**src/rtl/sigmoid_seq.sv**
```systemverilog
// Feeder/collector around one sigmoid activation unit: buffers pre-activations in a
// small FIFO, issues them one at a time, and returns results (or timeouts) in order.
module sigmoid_seq #(
  parameter int xDW   = 24,
  parameter int oDW   = 24,
  parameter int DEPTH = 4,
  parameter int TO_W  = 10,
  parameter int GAP   = 2
) (
  input  logic                       clk,
  input  logic                       rst,
  input  logic                       s_valid,
  output logic                       s_ready,
  input  logic [xDW-1:0]             s_data,
  output logic                       act_IN_valid,
  output logic [xDW-1:0]             act_x,
  input  logic [oDW-1:0]             act_OUT,
  input  logic                       act_OUT_valid,
  output logic                       m_valid,
  input  logic                       m_ready,
  output logic [oDW-1:0]             m_data,
  output logic                       m_err,
  output logic                       busy,
  output logic [$clog2(DEPTH):0]     level
);

  localparam int AW = $clog2(DEPTH);
  localparam int LW = AW + 1;
  localparam int GW = $clog2(GAP + 1) + 1;
  localparam logic [LW-1:0]   FULL    = LW'(DEPTH);
  localparam logic [TO_W-1:0] TO_LAST = ~TO_W'(1);
  localparam logic [GW-1:0]   GAP_SAT = GW'(GAP);

  typedef enum logic [2:0] {S_IDLE, S_ISSUE, S_WAIT, S_RESP, S_GAP} state_t;

  state_t          state_q, state_d;
  logic [xDW-1:0]  mem_q [DEPTH];
  logic [AW-1:0]   wrPtr_q, rdPtr_q;
  logic [LW-1:0]   level_q, level_d;
  logic            sReady_q;
  logic            actValid_q, actValid_d;
  logic [xDW-1:0]  actX_q, actX_d;
  logic            mValid_q, mValid_d;
  logic [oDW-1:0]  mData_q, mData_d;
  logic            mErr_q, mErr_d;
  logic [TO_W-1:0] toCnt_q, toCnt_d;
  logic [GW-1:0]   gapCnt_q, gapCnt_d;
  logic            push, pop, gapDone;

  assign push    = s_valid & sReady_q;
  assign level_d = level_q + LW'(push) - LW'(pop);
  // gapCnt_q lags by one edge, so the cycle in progress is counted here
  assign gapDone = (int'(gapCnt_q) + 1) >= GAP;

  always_ff @(posedge clk) begin
    if (push) mem_q[wrPtr_q] <= s_data;
  end

  always_ff @(posedge clk or negedge rst) begin
    if (!rst) begin
      state_q    <= S_IDLE;
      wrPtr_q    <= '0;
      rdPtr_q    <= '0;
      level_q    <= '0;
      sReady_q   <= 1'b0;
      actValid_q <= 1'b0;
      actX_q     <= '0;
      mValid_q   <= 1'b0;
      mData_q    <= '0;
      mErr_q     <= 1'b0;
      toCnt_q    <= '0;
      gapCnt_q   <= '0;
    end else begin
      state_q    <= state_d;
      if (push) wrPtr_q <= wrPtr_q + AW'(1);
      if (pop)  rdPtr_q <= rdPtr_q + AW'(1);
      level_q    <= level_d;
      sReady_q   <= (level_d != FULL);
      actValid_q <= actValid_d;
      actX_q     <= actX_d;
      mValid_q   <= mValid_d;
      mData_q    <= mData_d;
      mErr_q     <= mErr_d;
      toCnt_q    <= toCnt_d;
      gapCnt_q   <= gapCnt_d;
    end
  end

  always_comb begin
    state_d    = state_q;
    actValid_d = actValid_q;
    actX_d     = actX_q;
    mValid_d   = mValid_q;
    mData_d    = mData_q;
    mErr_d     = mErr_q;
    toCnt_d    = toCnt_q;
    pop        = 1'b0;
    if (actValid_q)
      gapCnt_d = '0;
    else if (gapCnt_q == GAP_SAT)
      gapCnt_d = gapCnt_q;
    else
      gapCnt_d = gapCnt_q + GW'(1);

    unique case (state_q)
      S_IDLE: begin
        if (level_q != '0) state_d = S_ISSUE;
      end
      S_ISSUE: begin
        actX_d     = mem_q[rdPtr_q];
        actValid_d = 1'b1;
        toCnt_d    = '0;
        state_d    = S_WAIT;
      end
      S_WAIT: begin
        toCnt_d = toCnt_q + TO_W'(1);
        // A real result wins over a timeout landing on the same cycle
        if (act_OUT_valid) begin
          mData_d    = act_OUT;
          mErr_d     = 1'b0;
          mValid_d   = 1'b1;
          pop        = 1'b1;
          actValid_d = 1'b0;
          state_d    = S_RESP;
        end else if (toCnt_q == TO_LAST) begin
          mData_d    = '0;
          mErr_d     = 1'b1;
          mValid_d   = 1'b1;
          pop        = 1'b1;
          actValid_d = 1'b0;
          state_d    = S_RESP;
        end
      end
      S_RESP: begin
        if (m_ready) begin
          mValid_d = 1'b0;
          state_d  = gapDone ? S_IDLE : S_GAP;
        end
      end
      S_GAP: begin
        if (gapDone) state_d = S_IDLE;
      end
      default: state_d = S_IDLE;
    endcase
  end

  assign s_ready      = sReady_q;
  assign act_IN_valid = actValid_q;
  assign act_x        = actX_q;
  assign m_valid      = mValid_q;
  assign m_data       = mData_q;
  assign m_err        = mErr_q;
  assign level        = level_q;
  assign busy         = (state_q != S_IDLE) || (level_q != '0);

endmodule
```
**config.mk**
```make
export PLATFORM = sky130hd
export DESIGN_NAME = sigmoid_seq
export DESIGN_NICKNAME = d
export VERILOG_FILES = /design/src/rtl/sigmoid_seq.sv
export SDC_FILE = /design/constraint.sdc
export NUM_CORES = 1
export LEC_CHECK = 0
export ABC_AREA = 1
export BUFFER_PORTS_ARGS = -buffer_cell sky130_fd_sc_hd__buf_2
export CAP_MARGIN = 5
export CORE_ASPECT_RATIO = 0.75
export CORE_UTILIZATION = 45
export CTS_CLUSTER_DIAMETER = 100
export DETAILED_ROUTE_END_ITERATION = 6
export GPL_TIMING_DRIVEN = 0
export PLACE_DENSITY = 0.66
export SYNTH_ARGS = -nofsm -noshare
export SYNTH_HDL_FRONTEND = slang
export SYNTH_SLANG_ARGS = --single-unit
export TNS_END_PERCENT = 5
```
**constraint.sdc**
```tcl
create_clock -name clk -period 2.7 [get_ports clk]
set_input_delay 0.135 -clock clk [delete_from_list [all_inputs] [get_ports clk]]
set_output_delay 0.135 -clock clk [all_outputs]
set_load 0.02 [all_outputs]
```
==> results of run 1 <==
what timing repair did:
item / CTS / global route
endpoints found under the hold margin: 195 / 0
setup endpoints to repair: 0 / 1
hold buffers: 49 / 0
layout make-up:
cell class	count	share of cell area [%]
Sequential cell	171	54.2
Multi-Input combinational cell	403	21.4
Clock inverter	6	0.685
Clock buffer	26	5.82
Timing Repair Buffer	159	12.3
Buffer	25	1.37
Inverter	32	1.38
Tap cell	200	2.85
through the flow:
step                      util [%]  instances  TNS, ps
after floorplan                  -        631        0
final                         59.9       1022        0
after detailed placement      52.7        941        0
after global placement        52.2        939   -21740
after CTS                     59.9       1022        0
after global routing          59.9       1022        0
registers in the layout, summed over array words and instances (netlist names):
| signal | cells |
|---|---|
| mem_q | 96 |
| act_x | 24 |
| m_data | 24 |
| toCnt_q | 10 |
| gapCnt_q | 3 |
| level | 3 |
| state_q | 3 |
| rdPtr_q | 2 |
| wrPtr_q | 2 |
| act_IN_valid | 1 |
| m_err | 1 |
| m_valid | 1 |
| s_ready | 1 |
cells in the final DEF, fill, tap and decap left out, drive strengths merged, types with 2 or more instances in the layout:
| cell | instances |
|---|---|
| a21oi | 7 |
| buf | 126 |
| clkbuf | 35 |
| clkinv | 6 |
| dfrtp | 75 |
| dlygate4sd3 | 49 |
| edfxtp | 96 |
| ha | 11 |
| inv | 31 |
| nand2 | 176 |
| nand3 | 17 |
| nand4 | 2 |
| nor2 | 98 |
| nor3 | 2 |
| o21ai | 82 |
| xnor2 | 2 |
| xor2 | 3 |
cells by family after synthesis:
logic type	synth area share (%)
AOI/OAI and AO/OA	6.59
xor gates and xnor gates	0.639
adders and majority gates	2.30
buffers and inverters	3.52
DFF	69.5
and+or+nand+nor	17.5
critical path: cells and delay by family (launching register included):
kind	cells	cell delay, ps
xor+xnor	1	190
fa+ha+maj	4	1050
buf+inv	4	340
flops	1	400
simple gates	6	390
worst paths after layout:
path                                to  slack [ps]  depth (start not counted)
setup / recovery               s_ready         230                         15
hold reg to reg             m_data[15]         470                          2
max in group asynchronous    act_x[10]        2040                          3
min in group asynchronous  gapCnt_q[2]          90                          2
hold / removal                 m_valid          60                          4
setup reg to reg               s_ready         230                         15
layer usage:
metal,wire length [um],track usage [%],part of all wire [%],up-vias
met5,0,0,0,-
met1,6990,29.3,44,2451
met3,851,5.05,5.4,16
met4,204,7.44,1.3,0
met2,7810,34.9,49,119
li1,-,-,-,2435
power by group through the flow:
| stage | clock network [mW] | logic [mW] | registers, mW |
|---|---|---|---|
| after detailed placement | 0 | 3.61 | 3.98 |
| after floorplan | 0 | 1.85 | 4.43 |
| after global placement | 0 | 3.46 | 3.95 |
| final | 2.34 | 3.67 | 3.94 |
| after CTS | 2.37 | 3.70 | 3.94 |
| after global routing | 2.48 | 4.10 | 4.03 |
==> impl_metrics.xml, run 1 <==
<?xml version="1.0" encoding="UTF-8"?>
<metrics>
  <group name="worst_setup_path">
    <metric name="arrival" unit="ps">2780</metric>
    <metric name="crit_path_max_incr_delay" unit="ps">400</metric>
    <metric name="timing.critical_path.from" unit="">toCnt_q[0]</metric>
    <metric name="rr_startpoint" unit="">toCnt_q[0]</metric>
    <metric name="critical_path_rt" unit="ps">3010</metric>
    <metric name="path_class" unit="">reg2reg</metric>
    <metric name="critPathSlowestCell" unit="">sky130_fd_sc_hd__dfrtp_1</metric>
    <metric name="cp-start-kind" unit="">flip-flop</metric>
    <metric name="worstPathMaxFanout" unit="">10</metric>
    <metric name="timing.critical_path.to_type" unit="">flip-flop</metric>
    <metric name="critical_path.cell_chain" unit="">inv_1, ha_1, nand2_1, nor2_1, nand3_2, nand2_1, nand2_2, buf_6, clkinv_2, ha_1, inv_1, ha_1, fa_1, xor2_1, nand2_1</metric>
  </group>
  <group name="yosys">
    <metric name="avgSynthCellArea" unit="sq um">10.9</metric>
    <metric name="async_reset_ff_share" unit="%">43.9</metric>
    <metric name="synth.ff_latch_count" unit="">171</metric>
    <metric name="synth-edff-count" unit="">96</metric>
    <metric name="yosysTopAreaCell" unit="">sky130_fd_sc_hd__edfxtp_1</metric>
    <metric name="synth_cell_types" unit="">30</metric>
    <metric name="synth_seq_area_share" unit="%">69.5</metric>
    <metric name="synth_top_cells_by_area" unit="">sky130_fd_sc_hd__edfxtp_1 (42%), sky130_fd_sc_hd__dfrtp_1 (27%), sky130_fd_sc_hd__nand2_1 (9.5%), sky130_fd_sc_hd__o21ai_0 (5.6%), sky130_fd_sc_hd__nor2_1 (5.1%)</metric>
    <metric name="yosys_warnings" unit="">0</metric>
    <metric name="synth_fp_nets" unit="">696</metric>
    <metric name="yosys.cell_count.top_type" unit="">sky130_fd_sc_hd__nand2_1</metric>
    <metric name="synth_top_cell_area_share" unit="%">42.1</metric>
    <metric name="netlist_top_cells_count" unit="">sky130_fd_sc_hd__nand2_1 (173), sky130_fd_sc_hd__edfxtp_1 (96), sky130_fd_sc_hd__nor2_1 (93)</metric>
    <metric name="synthesis.area" unit="sq mm">0.00685</metric>
    <metric name="syn_inst" unit="">631</metric>
    <metric name="ys_dominant_reg_cell" unit="">sky130_fd_sc_hd__edfxtp_1</metric>
  </group>
  <group name="placed_design">
    <metric name="dp_slack" unit="ps">201</metric>
    <metric name="portBuffers" unit="">108</metric>
    <metric name="place_hpwl" unit="um">9990</metric>
    <metric name="gp_congestion" unit="">0.785</metric>
    <metric name="placed_cell_areas" unit="sq mm">0.00771</metric>
  </group>
  <group name="layout">
    <metric name="fillerInstances" unit="">1219</metric>
    <metric name="layout.nets" unit="">874</metric>
    <metric name="regArea" unit="sq mm">0.00476</metric>
    <metric name="final_cell_area" unit="sq mm">0.00877</metric>
    <metric name="layout-drive-gt1-share" unit="%">20.4</metric>
    <metric name="area_of_the_multi_input_gates" unit="sq mm">0.00188</metric>
    <metric name="antenna_cells_inserted" unit="">0</metric>
    <metric name="syn2layout_area_growth" unit="%">28.0</metric>
  </group>
  <group name="timing">
    <metric name="worst_pin_slew" unit="ps">1030</metric>
    <metric name="setup_viol" unit="">0</metric>
    <metric name="fin_worst_hold_slack" unit="ps">59.5</metric>
    <metric name="report.final.slew_viol_count" unit="">0</metric>
    <metric name="setup_repair_after_global_routing_missed_its_margin" unit="">no</metric>
    <metric name="skew" unit="ps">9.04</metric>
    <metric name="headroom_to_the_max_slew_limit" unit="%">31.0</metric>
    <metric name="finalHoldViolations" unit="">0</metric>
    <metric name="fin_crit_sh" unit="%">91.5</metric>
    <metric name="fmaxAchievable" unit="MHz">405</metric>
    <metric name="fin_crit" unit="ps">2470</metric>
    <metric name="setup_ws" unit="ps">228</metric>
  </group>
  <group name="power">
    <metric name="total_leakage_power" unit="nW">3.84</metric>
    <metric name="fin_total_pwr" unit="mW">9.95</metric>
    <metric name="power.share.combinational" unit="%">36.8</metric>
    <metric name="internal_power" unit="mW">6.12</metric>
    <metric name="total_switching_power" unit="mW">3.83</metric>
    <metric name="p_sw_share" unit="%">38.5</metric>
    <metric name="peakVddDrop" unit="mV">0.719</metric>
    <metric name="p_per_area" unit="mW/mm^2">1130</metric>
    <metric name="share_seq_of_total_power" unit="%">39.6</metric>
    <metric name="clock_power_share" unit="%">23.5</metric>
  </group>
  <group name="global_route">
    <metric name="number_of_global_route_vias_before_repair" unit="">5045</metric>
    <metric name="grt_pass1_wl" unit="um">25200</metric>
    <metric name="pin_count_of_the_biggest_net_entering_global_routing" unit="">67</metric>
    <metric name="antenna_violations_before_repair" unit="">0</metric>
    <metric name="grt_use_total" unit="%">21.8</metric>
    <metric name="globalRouteOverflowTotal" unit="">0</metric>
  </group>
  <group name="detailed_routing">
    <metric name="wire_per_inst" unit="um">15.5</metric>
    <metric name="detail_route.wirelength" unit="um">15800</metric>
    <metric name="ant_nets" unit="">0</metric>
    <metric name="drc_violations" unit="">0</metric>
    <metric name="num_vias" unit="">5021</metric>
    <metric name="detail_route.first_pass.iterations" unit="">5</metric>
    <metric name="detail_route.iter0.violations" unit="">355</metric>
    <metric name="vias_per_cell" unit="">4.91</metric>
  </group>
  <group name="floorplan">
    <metric name="initial_core_util" unit="%">46.8</metric>
    <metric name="floorplan.die_area" unit="sq mm">0.0157</metric>
    <metric name="die_height" unit="um">109</metric>
    <metric name="design.core.area" unit="sq mm">0.0146</metric>
    <metric name="fp.dieW" unit="um">144</metric>
    <metric name="pin_count" unit="">109</metric>
    <metric name="num_rows" unit="">38</metric>
  </group>
  <group name="clock_network">
    <metric name="numClockSinks" unit="">171</metric>
    <metric name="worstSkewPairLatency" unit="ps">420</metric>
    <metric name="cts.clk_slew.worst_paths" unit="ps">60</metric>
    <metric name="cts-root-to-sink-buffers" unit="">2</metric>
    <metric name="htree_num_levels" unit="">4</metric>
    <metric name="clock_tree.root_cell" unit="">sky130_fd_sc_hd__clkbuf_16</metric>
    <metric name="cts.repair.resized" unit="">0</metric>
    <metric name="tritoncts" unit="">done</metric>
    <metric name="cts.repair_timing.setup_buffer_count" unit="">0</metric>
    <metric name="tritoncts_buffers" unit="">17</metric>
  </group>
  <group name="min_path">
    <metric name="holdCritStartpoint" unit="">m_ready</metric>
    <metric name="hold_path.class" unit="">in2reg</metric>
  </group>
  <group name="outcome">
    <metric name="outcome" unit="">finished clean</metric>
  </group>
  <group name="flow_run">
    <metric name="timing.max_cap.violations" unit="">0</metric>
  </group>
</metrics>
No activity file was read; power rests on OpenSTA's default activity.
==> run 2: changes to the inputs <==
- CORE_ASPECT_RATIO: 0.75 -> not set
==> impl_metrics.xml, run 2 (synthesis results as in run 1) <==
<?xml version="1.0" encoding="UTF-8"?>
<metrics>
  <group name="min_path">
    <metric name="hold_path.class" unit="">in2reg</metric>
    <metric name="worstHoldEndpoint" unit="">m_valid</metric>
    <metric name="holdPathStages" unit="">4</metric>
    <metric name="holdCritStartpoint" unit="">m_ready</metric>
  </group>
  <group name="layout">
    <metric name="layout-drive-gt1-share" unit="%">20.6</metric>
    <metric name="syn2layout_area_growth" unit="%">28.0</metric>
    <metric name="layout_commonest_cell" unit="">sky130_fd_sc_hd__nand2_1</metric>
    <metric name="count_of_non_filler_cells_in_the_finished_layout" unit="">1008</metric>
    <metric name="regArea" unit="sq mm">0.00476</metric>
    <metric name="fillerInstances" unit="">1195</metric>
    <metric name="antenna_cells_inserted" unit="">0</metric>
    <metric name="largest_register_ff_count" unit="">96</metric>
    <metric name="area_of_the_multi_input_gates" unit="sq mm">0.00188</metric>
    <metric name="layout.nets" unit="">876</metric>
    <metric name="final_cell_mix" unit="">sky130_fd_sc_hd__nand2_1 (173), sky130_fd_sc_hd__buf_2 (119), sky130_fd_sc_hd__edfxtp_1 (96)</metric>
    <metric name="final_cell_area" unit="sq mm">0.00877</metric>
    <metric name="registers.top_by_ff_count" unit="">mem_q</metric>
  </group>
  <group name="placed_design">
    <metric name="place_hpwl" unit="um">9790</metric>
    <metric name="placed_cell_areas" unit="sq mm">0.00770</metric>
    <metric name="portBuffers" unit="">108</metric>
    <metric name="dp_cells" unit="">925</metric>
    <metric name="gp_congestion" unit="">0.810</metric>
  </group>
  <group name="detailed_routing">
    <metric name="drc_violations" unit="">18</metric>
    <metric name="wire_per_inst" unit="um">15.4</metric>
    <metric name="vias_per_cell" unit="">5.01</metric>
    <metric name="detail_route.wirelength" unit="um">15500</metric>
    <metric name="detail_route.first_pass.iterations" unit="">7</metric>
    <metric name="detail_route.iter0.violations" unit="">317</metric>
    <metric name="ant_nets" unit="">0</metric>
    <metric name="num_vias" unit="">5046</metric>
  </group>
  <group name="timing">
    <metric name="worst_pin_slew" unit="ps">863</metric>
    <metric name="skew" unit="ps">11.4</metric>
    <metric name="fin_crit" unit="ps">2440</metric>
    <metric name="report.final.slew_viol_count" unit="">0</metric>
    <metric name="setup_viol" unit="">0</metric>
    <metric name="headroom_to_the_max_slew_limit" unit="%">42.4</metric>
    <metric name="finalHoldViolations" unit="">0</metric>
    <metric name="setup_repair_after_global_routing_missed_its_margin" unit="">no</metric>
    <metric name="fmaxAchievable" unit="MHz">409</metric>
    <metric name="fin_crit_sh" unit="%">90.5</metric>
    <metric name="fin_worst_hold_slack" unit="ps">31.6</metric>
  </group>
  <group name="global_route">
    <metric name="antenna_violations_before_repair" unit="">0</metric>
    <metric name="number_of_global_route_vias_before_repair" unit="">5072</metric>
    <metric name="globalRouteOverflowTotal" unit="">0</metric>
    <metric name="grt_use_total" unit="%">21.2</metric>
    <metric name="pin_count_of_the_biggest_net_entering_global_routing" unit="">40</metric>
    <metric name="grt_pass1_wl" unit="um">25500</metric>
  </group>
  <group name="worst_setup_path">
    <metric name="cp-start-kind" unit="">flip-flop</metric>
    <metric name="timing.critical_path.to_type" unit="">flip-flop</metric>
    <metric name="path_class" unit="">reg2reg</metric>
    <metric name="critical_path_rt" unit="ps">3010</metric>
    <metric name="rr_startpoint" unit="">toCnt_q[0]</metric>
    <metric name="crit_path_max_incr_delay" unit="ps">400</metric>
    <metric name="rrSetupSlack" unit="ps">260</metric>
    <metric name="worstPathMaxFanout" unit="">4</metric>
    <metric name="critical_path.cell_chain" unit="">inv_1, ha_1, nand2_1, nor2_1, nand3_2, nand2_1, nand2_2, buf_8, clkinv_2, ha_1, inv_1, ha_1, fa_1, xor2_1, nand2_1</metric>
    <metric name="worst_reg2reg_path_endpoint" unit="">s_ready</metric>
    <metric name="reg2reg_depth" unit="">15</metric>
    <metric name="critPathSlowestCell" unit="">sky130_fd_sc_hd__dfrtp_1</metric>
    <metric name="arrival" unit="ps">2750</metric>
  </group>
  <group name="clock_network">
    <metric name="cts.clk_slew.worst_paths" unit="ps">60</metric>
    <metric name="worstSkewPairLatency" unit="ps">430</metric>
    <metric name="cts-root-to-sink-buffers" unit="">2</metric>
    <metric name="tritoncts_buffers" unit="">17</metric>
    <metric name="clock_tree.root_cell" unit="">sky130_fd_sc_hd__clkbuf_16</metric>
    <metric name="numClockSinks" unit="">171</metric>
    <metric name="tritoncts" unit="">done</metric>
    <metric name="htree_num_levels" unit="">4</metric>
  </group>
  <group name="outcome">
    <metric name="outcome" unit="">complete, but fails checks</metric>
    <metric name="violations" unit="">design-rule violations</metric>
  </group>
  <group name="power">
    <metric name="p_per_area" unit="mW/mm^2">1130</metric>
    <metric name="peakVddDrop" unit="mV">0.615</metric>
    <metric name="total_leakage_power" unit="nW">3.84</metric>
  </group>
  <group name="flow_run">
    <metric name="timing.max_cap.violations" unit="">0</metric>
  </group>
  <group name="floorplan">
    <metric name="fp.dieW" unit="um">125</metric>
    <metric name="initial_core_util" unit="%">46.6</metric>
    <metric name="design.core.area" unit="sq mm">0.0147</metric>
    <metric name="pin_count" unit="">109</metric>
    <metric name="die_height" unit="um">125</metric>
    <metric name="num_rows" unit="">44</metric>
    <metric name="floorplan.die_area" unit="sq mm">0.0157</metric>
  </group>
</metrics>
run 2: cell count changes in the layout (fill, tap and decap cells not counted), sizes merged:
cell | before | now
clkinvlp | 0 | 3
buf | 126 | 128
clkbuf | 35 | 33
clkinv | 6 | 4
bufinv | 1 | 2
run 2: worst max-delay path: cells and delay by family, from the launching register on:
| family | cells | cell delay, ps |
|---|---|---|
| XOR/XNOR | 1 | 190 |
| AND/OR/NAND/NOR | 6 | 430 |
| adder cells (fa/ha/maj) | 4 | 1030 |
| buffers and inverters | 4 | 270 |
| flip-flops | 1 | 400 |
run 2: final cells by class:
type / instances / area share, %
plain buffers: 25 / 1.41
clock buffers: 24 / 5.38
clock inverters: 8 / 1.08
inverters: 32 / 1.38
multi-input cells: 403 / 21.4
flip-flops and latches: 171 / 54.2
well taps: 184 / 2.62
repair buffers: 161 / 12.5
run 2: what timing repair did:
item	4_1_cts	5_1_grt
buffers inserted	0	2
setup endpoints to repair	0	1
hold buffers	49	0
resized for setup	0	1
endpoints found under the hold margin	156	0
run 2: metal layers:
metal	global-route usage, %	vias to the layer above	wire length, um
li1	-	2432	-
met1	26.7	2431	6770
met2	34.8	158	7490
met3	5.69	25	927
met4	8.61	0	332
met5	0	-	0
run 2: how the worst max path moves through the flow:
stage                from           to  slack [ps]  cells after the start
4_1_cts        toCnt_q[0]      s_ready         130                     15
2_1_floorplan  toCnt_q[0]      s_ready         450                     15
5_1_grt        toCnt_q[0]      s_ready          60                     15
3_3_place_gp   wrPtr_q[0]  mem_q[2][5]        -260                      4
3_5_place_dp   toCnt_q[0]      s_ready         160                     15
6_report       toCnt_q[0]      s_ready         260                     15
run 2: report_power, final:
group | internal (mW) | leakage, nW | switching, mW | total, mW
sequential | 3.57 | 1.81 | 0.368 | 3.94
clock | 1.40 | 0.266 | 0.942 | 2.34
combinational | 1.17 | 1.77 | 2.49 | 3.66
total | 6.15 | 3.84 | 3.80 | 9.94
run 2: per-stage QoR:
stage / total power, mW / setup WS [ps] / util (%) / TNS, ps
5_1_grt: 10.6 / 56.8 / 59.7 / 0
3_5_place_dp: 7.59 / 159 / 52.4 / 0
3_3_place_gp: 7.41 / -256 / 51.9 / -19570
6_report: 9.94 / 257 / 59.7 / 0
2_1_floorplan: 6.28 / 455 / - / 0
4_1_cts: 9.99 / 130 / 59.6 / 0
==> run 3: changes to the inputs <==
- PLACE_DENSITY: 0.66 -> 0.65
==> impl_metrics.xml, run 3 (synthesis results as in run 1) <==
<?xml version="1.0" encoding="UTF-8"?>
<metrics>
  <group name="worst_setup_path">
    <metric name="rr_startpoint" unit="">toCnt_q[0]</metric>
    <metric name="arrival" unit="ps">2780</metric>
    <metric name="rrSetupSlack" unit="ps">230</metric>
    <metric name="worst_reg2reg_path_endpoint" unit="">s_ready</metric>
    <metric name="timing.critical_path.from" unit="">toCnt_q[0]</metric>
    <metric name="reg2reg_depth" unit="">15</metric>
    <metric name="critical_path_rt" unit="ps">3010</metric>
    <metric name="worstPathMaxFanout" unit="">10</metric>
    <metric name="timing.critical_path.to_type" unit="">flip-flop</metric>
    <metric name="cp-start-kind" unit="">flip-flop</metric>
    <metric name="path_class" unit="">reg2reg</metric>
  </group>
  <group name="power">
    <metric name="total_leakage_power" unit="nW">3.86</metric>
    <metric name="p_per_area" unit="mW/mm^2">1140</metric>
    <metric name="fin_total_pwr" unit="mW">10.0</metric>
    <metric name="peakVddDrop" unit="mV">0.605</metric>
  </group>
  <group name="global_route">
    <metric name="globalRouteOverflowTotal" unit="">0</metric>
    <metric name="grt_util_met3" unit="%">4.84</metric>
    <metric name="antenna_violations_before_repair" unit="">0</metric>
    <metric name="grt_pass1_wl" unit="um">25400</metric>
    <metric name="globalRouteMet1Util" unit="%">26.7</metric>
    <metric name="pin_count_of_the_biggest_net_entering_global_routing" unit="">40</metric>
    <metric name="number_of_global_route_vias_before_repair" unit="">5079</metric>
    <metric name="grt_use_total" unit="%">21.2</metric>
    <metric name="grt_busiest_layer" unit="">met2</metric>
    <metric name="gr-usage-met2" unit="%">36.0</metric>
  </group>
  <group name="clock_network">
    <metric name="cts.clk_slew.worst_paths" unit="ps">60</metric>
    <metric name="tritoncts" unit="">done</metric>
    <metric name="cts-root-to-sink-buffers" unit="">2</metric>
    <metric name="numClockSinks" unit="">171</metric>
    <metric name="tritoncts_buffers" unit="">17</metric>
    <metric name="clock_tree.root_cell" unit="">sky130_fd_sc_hd__clkbuf_16</metric>
    <metric name="worstSkewPairLatency" unit="ps">430</metric>
    <metric name="htree_num_levels" unit="">4</metric>
  </group>
  <group name="timing">
    <metric name="setup_total_negative_slack" unit="ps">0</metric>
    <metric name="finalHoldViolations" unit="">0</metric>
    <metric name="setup_viol" unit="">0</metric>
    <metric name="setup_repair_after_global_routing_missed_its_margin" unit="">no</metric>
    <metric name="fin_worst_hold_slack" unit="ps">49.6</metric>
    <metric name="fin_crit" unit="ps">2470</metric>
    <metric name="fin_crit_sh" unit="%">91.6</metric>
    <metric name="skew" unit="ps">9.16</metric>
    <metric name="headroom_to_the_max_slew_limit" unit="%">42.3</metric>
    <metric name="worst_pin_slew" unit="ps">863</metric>
    <metric name="fmaxAchievable" unit="MHz">404</metric>
    <metric name="report.final.slew_viol_count" unit="">0</metric>
  </group>
  <group name="layout">
    <metric name="syn2layout_area_growth" unit="%">28.3</metric>
    <metric name="layout.nets" unit="">875</metric>
    <metric name="layout_commonest_cell" unit="">sky130_fd_sc_hd__nand2_1</metric>
    <metric name="largest_register_ff_count" unit="">96</metric>
    <metric name="registers.top_by_ff_count" unit="">mem_q</metric>
    <metric name="fillerInstances" unit="">1223</metric>
    <metric name="layout-drive-gt1-share" unit="%">20.9</metric>
    <metric name="postLayoutCoreUtil" unit="%">59.8</metric>
    <metric name="antenna_cells_inserted" unit="">0</metric>
    <metric name="final_cell_area" unit="sq mm">0.00879</metric>
    <metric name="final_cell_mix" unit="">sky130_fd_sc_hd__nand2_1 (173), sky130_fd_sc_hd__buf_2 (119), sky130_fd_sc_hd__edfxtp_1 (96)</metric>
  </group>
  <group name="min_path">
    <metric name="worstHoldEndpoint" unit="">m_valid</metric>
    <metric name="holdPathStages" unit="">4</metric>
    <metric name="holdCritStartpoint" unit="">m_ready</metric>
    <metric name="hold_path.class" unit="">in2reg</metric>
  </group>
  <group name="detailed_routing">
    <metric name="num_vias" unit="">5039</metric>
    <metric name="ant_nets" unit="">0</metric>
    <metric name="vias_per_cell" unit="">5.00</metric>
    <metric name="drc_violations" unit="">17</metric>
    <metric name="detail_route.iter0.violations" unit="">313</metric>
    <metric name="detail_route.wirelength" unit="um">15700</metric>
    <metric name="wire_per_inst" unit="um">15.6</metric>
    <metric name="detail_route.first_pass.iterations" unit="">6</metric>
  </group>
  <group name="outcome">
    <metric name="outcome" unit="">complete, but fails checks</metric>
    <metric name="violations" unit="">design-rule violations</metric>
  </group>
  <group name="placed_design">
    <metric name="placed_cell_areas" unit="sq mm">0.00770</metric>
    <metric name="place_hpwl" unit="um">10000</metric>
    <metric name="gp_congestion" unit="">0.775</metric>
    <metric name="portBuffers" unit="">108</metric>
  </group>
  <group name="floorplan">
    <metric name="floorplan.die_area" unit="sq mm">0.0157</metric>
    <metric name="die_height" unit="um">125</metric>
    <metric name="pin_count" unit="">109</metric>
    <metric name="initial_core_util" unit="%">46.6</metric>
    <metric name="fp.dieW" unit="um">125</metric>
    <metric name="num_rows" unit="">44</metric>
    <metric name="design.core.area" unit="sq mm">0.0147</metric>
  </group>
  <group name="flow_run">
    <metric name="timing.max_cap.violations" unit="">0</metric>
  </group>
</metrics>
-- run 3: cell count changes in the layout (fill, tap and decap cells not counted), moves of 2 or more --
cell | previous run | this run
sky130_fd_sc_hd__clkinvlp_4 | 3 | 0
sky130_fd_sc_hd__clkinv_2 | 2 | 4
sky130_fd_sc_hd__clkinv_1 | 2 | 0
sky130_fd_sc_hd__clkbuf_16 | 17 | 19
-- run 3: critical path: stages, from the launching register on --
cell	delay (ps)
sky130_fd_sc_hd__dfrtp_1	400
sky130_fd_sc_hd__inv_1	60
sky130_fd_sc_hd__ha_1	200
sky130_fd_sc_hd__nand2_1	80
sky130_fd_sc_hd__nor2_1	50
sky130_fd_sc_hd__nand3_2	60
sky130_fd_sc_hd__nand2_1	60
sky130_fd_sc_hd__nand2_2	90
sky130_fd_sc_hd__buf_8	150
sky130_fd_sc_hd__clkinv_2	90
sky130_fd_sc_hd__ha_1	270
sky130_fd_sc_hd__inv_1	50
sky130_fd_sc_hd__ha_1	160
sky130_fd_sc_hd__fa_2	460
sky130_fd_sc_hd__nor2_1	110
sky130_fd_sc_hd__nand2_1	60
-- run 3: report_power, final --
part | internal [mW] | switching, mW
logic | 1.18 | 2.51
clock network | 1.45 | 0.946
registers | 3.57 | 0.372
-- run 3: worst max path at each step --
stage                  end  slack, ps  cells after the start
3_5_place_dp       s_ready        180                     15
6_report           s_ready        230                     15
4_1_cts            s_ready        140                     15
3_3_place_gp   mem_q[2][5]       -270                      4
2_1_floorplan      s_ready        450                     15
5_1_grt            s_ready          2                     15
-- run 3: layer usage --
| layer | vias to the layer above | wire (um) |
|---|---|---|
| met4 | 0 | 153 |
| met3 | 13 | 877 |
| li1 | 2441 | - |
| met5 | - | 0 |
| met1 | 2440 | 7030 |
| met2 | 145 | 7670 |
-- run 3: through the flow --
step           worst slack (ps)  std cells
6_report                    227       1007
5_1_grt                    1.87       1007
4_1_cts                     141       1006
3_5_place_dp                182        925
3_3_place_gp               -273        923
2_1_floorplan               455        631
-- run 3: repair_timing --
item,4_1_cts,5_1_grt
setup buffers,0,1
resized for setup,0,2
endpoints found under the hold margin,156,0
hold buffers,49,0
endpoints found under the setup margin,0,1
-- run 3: cell type report --
cell class	count	area (sq um)	area share, %
clock buffers	27	536	6.09
well taps	184	230	2.62
inverters	32	121	1.38
repair buffers	160	1090	12.4
plain buffers	25	124	1.41
clock inverters	5	53.8	0.612
multi-input cells	403	1880	21.4
flip-flops and latches	171	4760	54.1
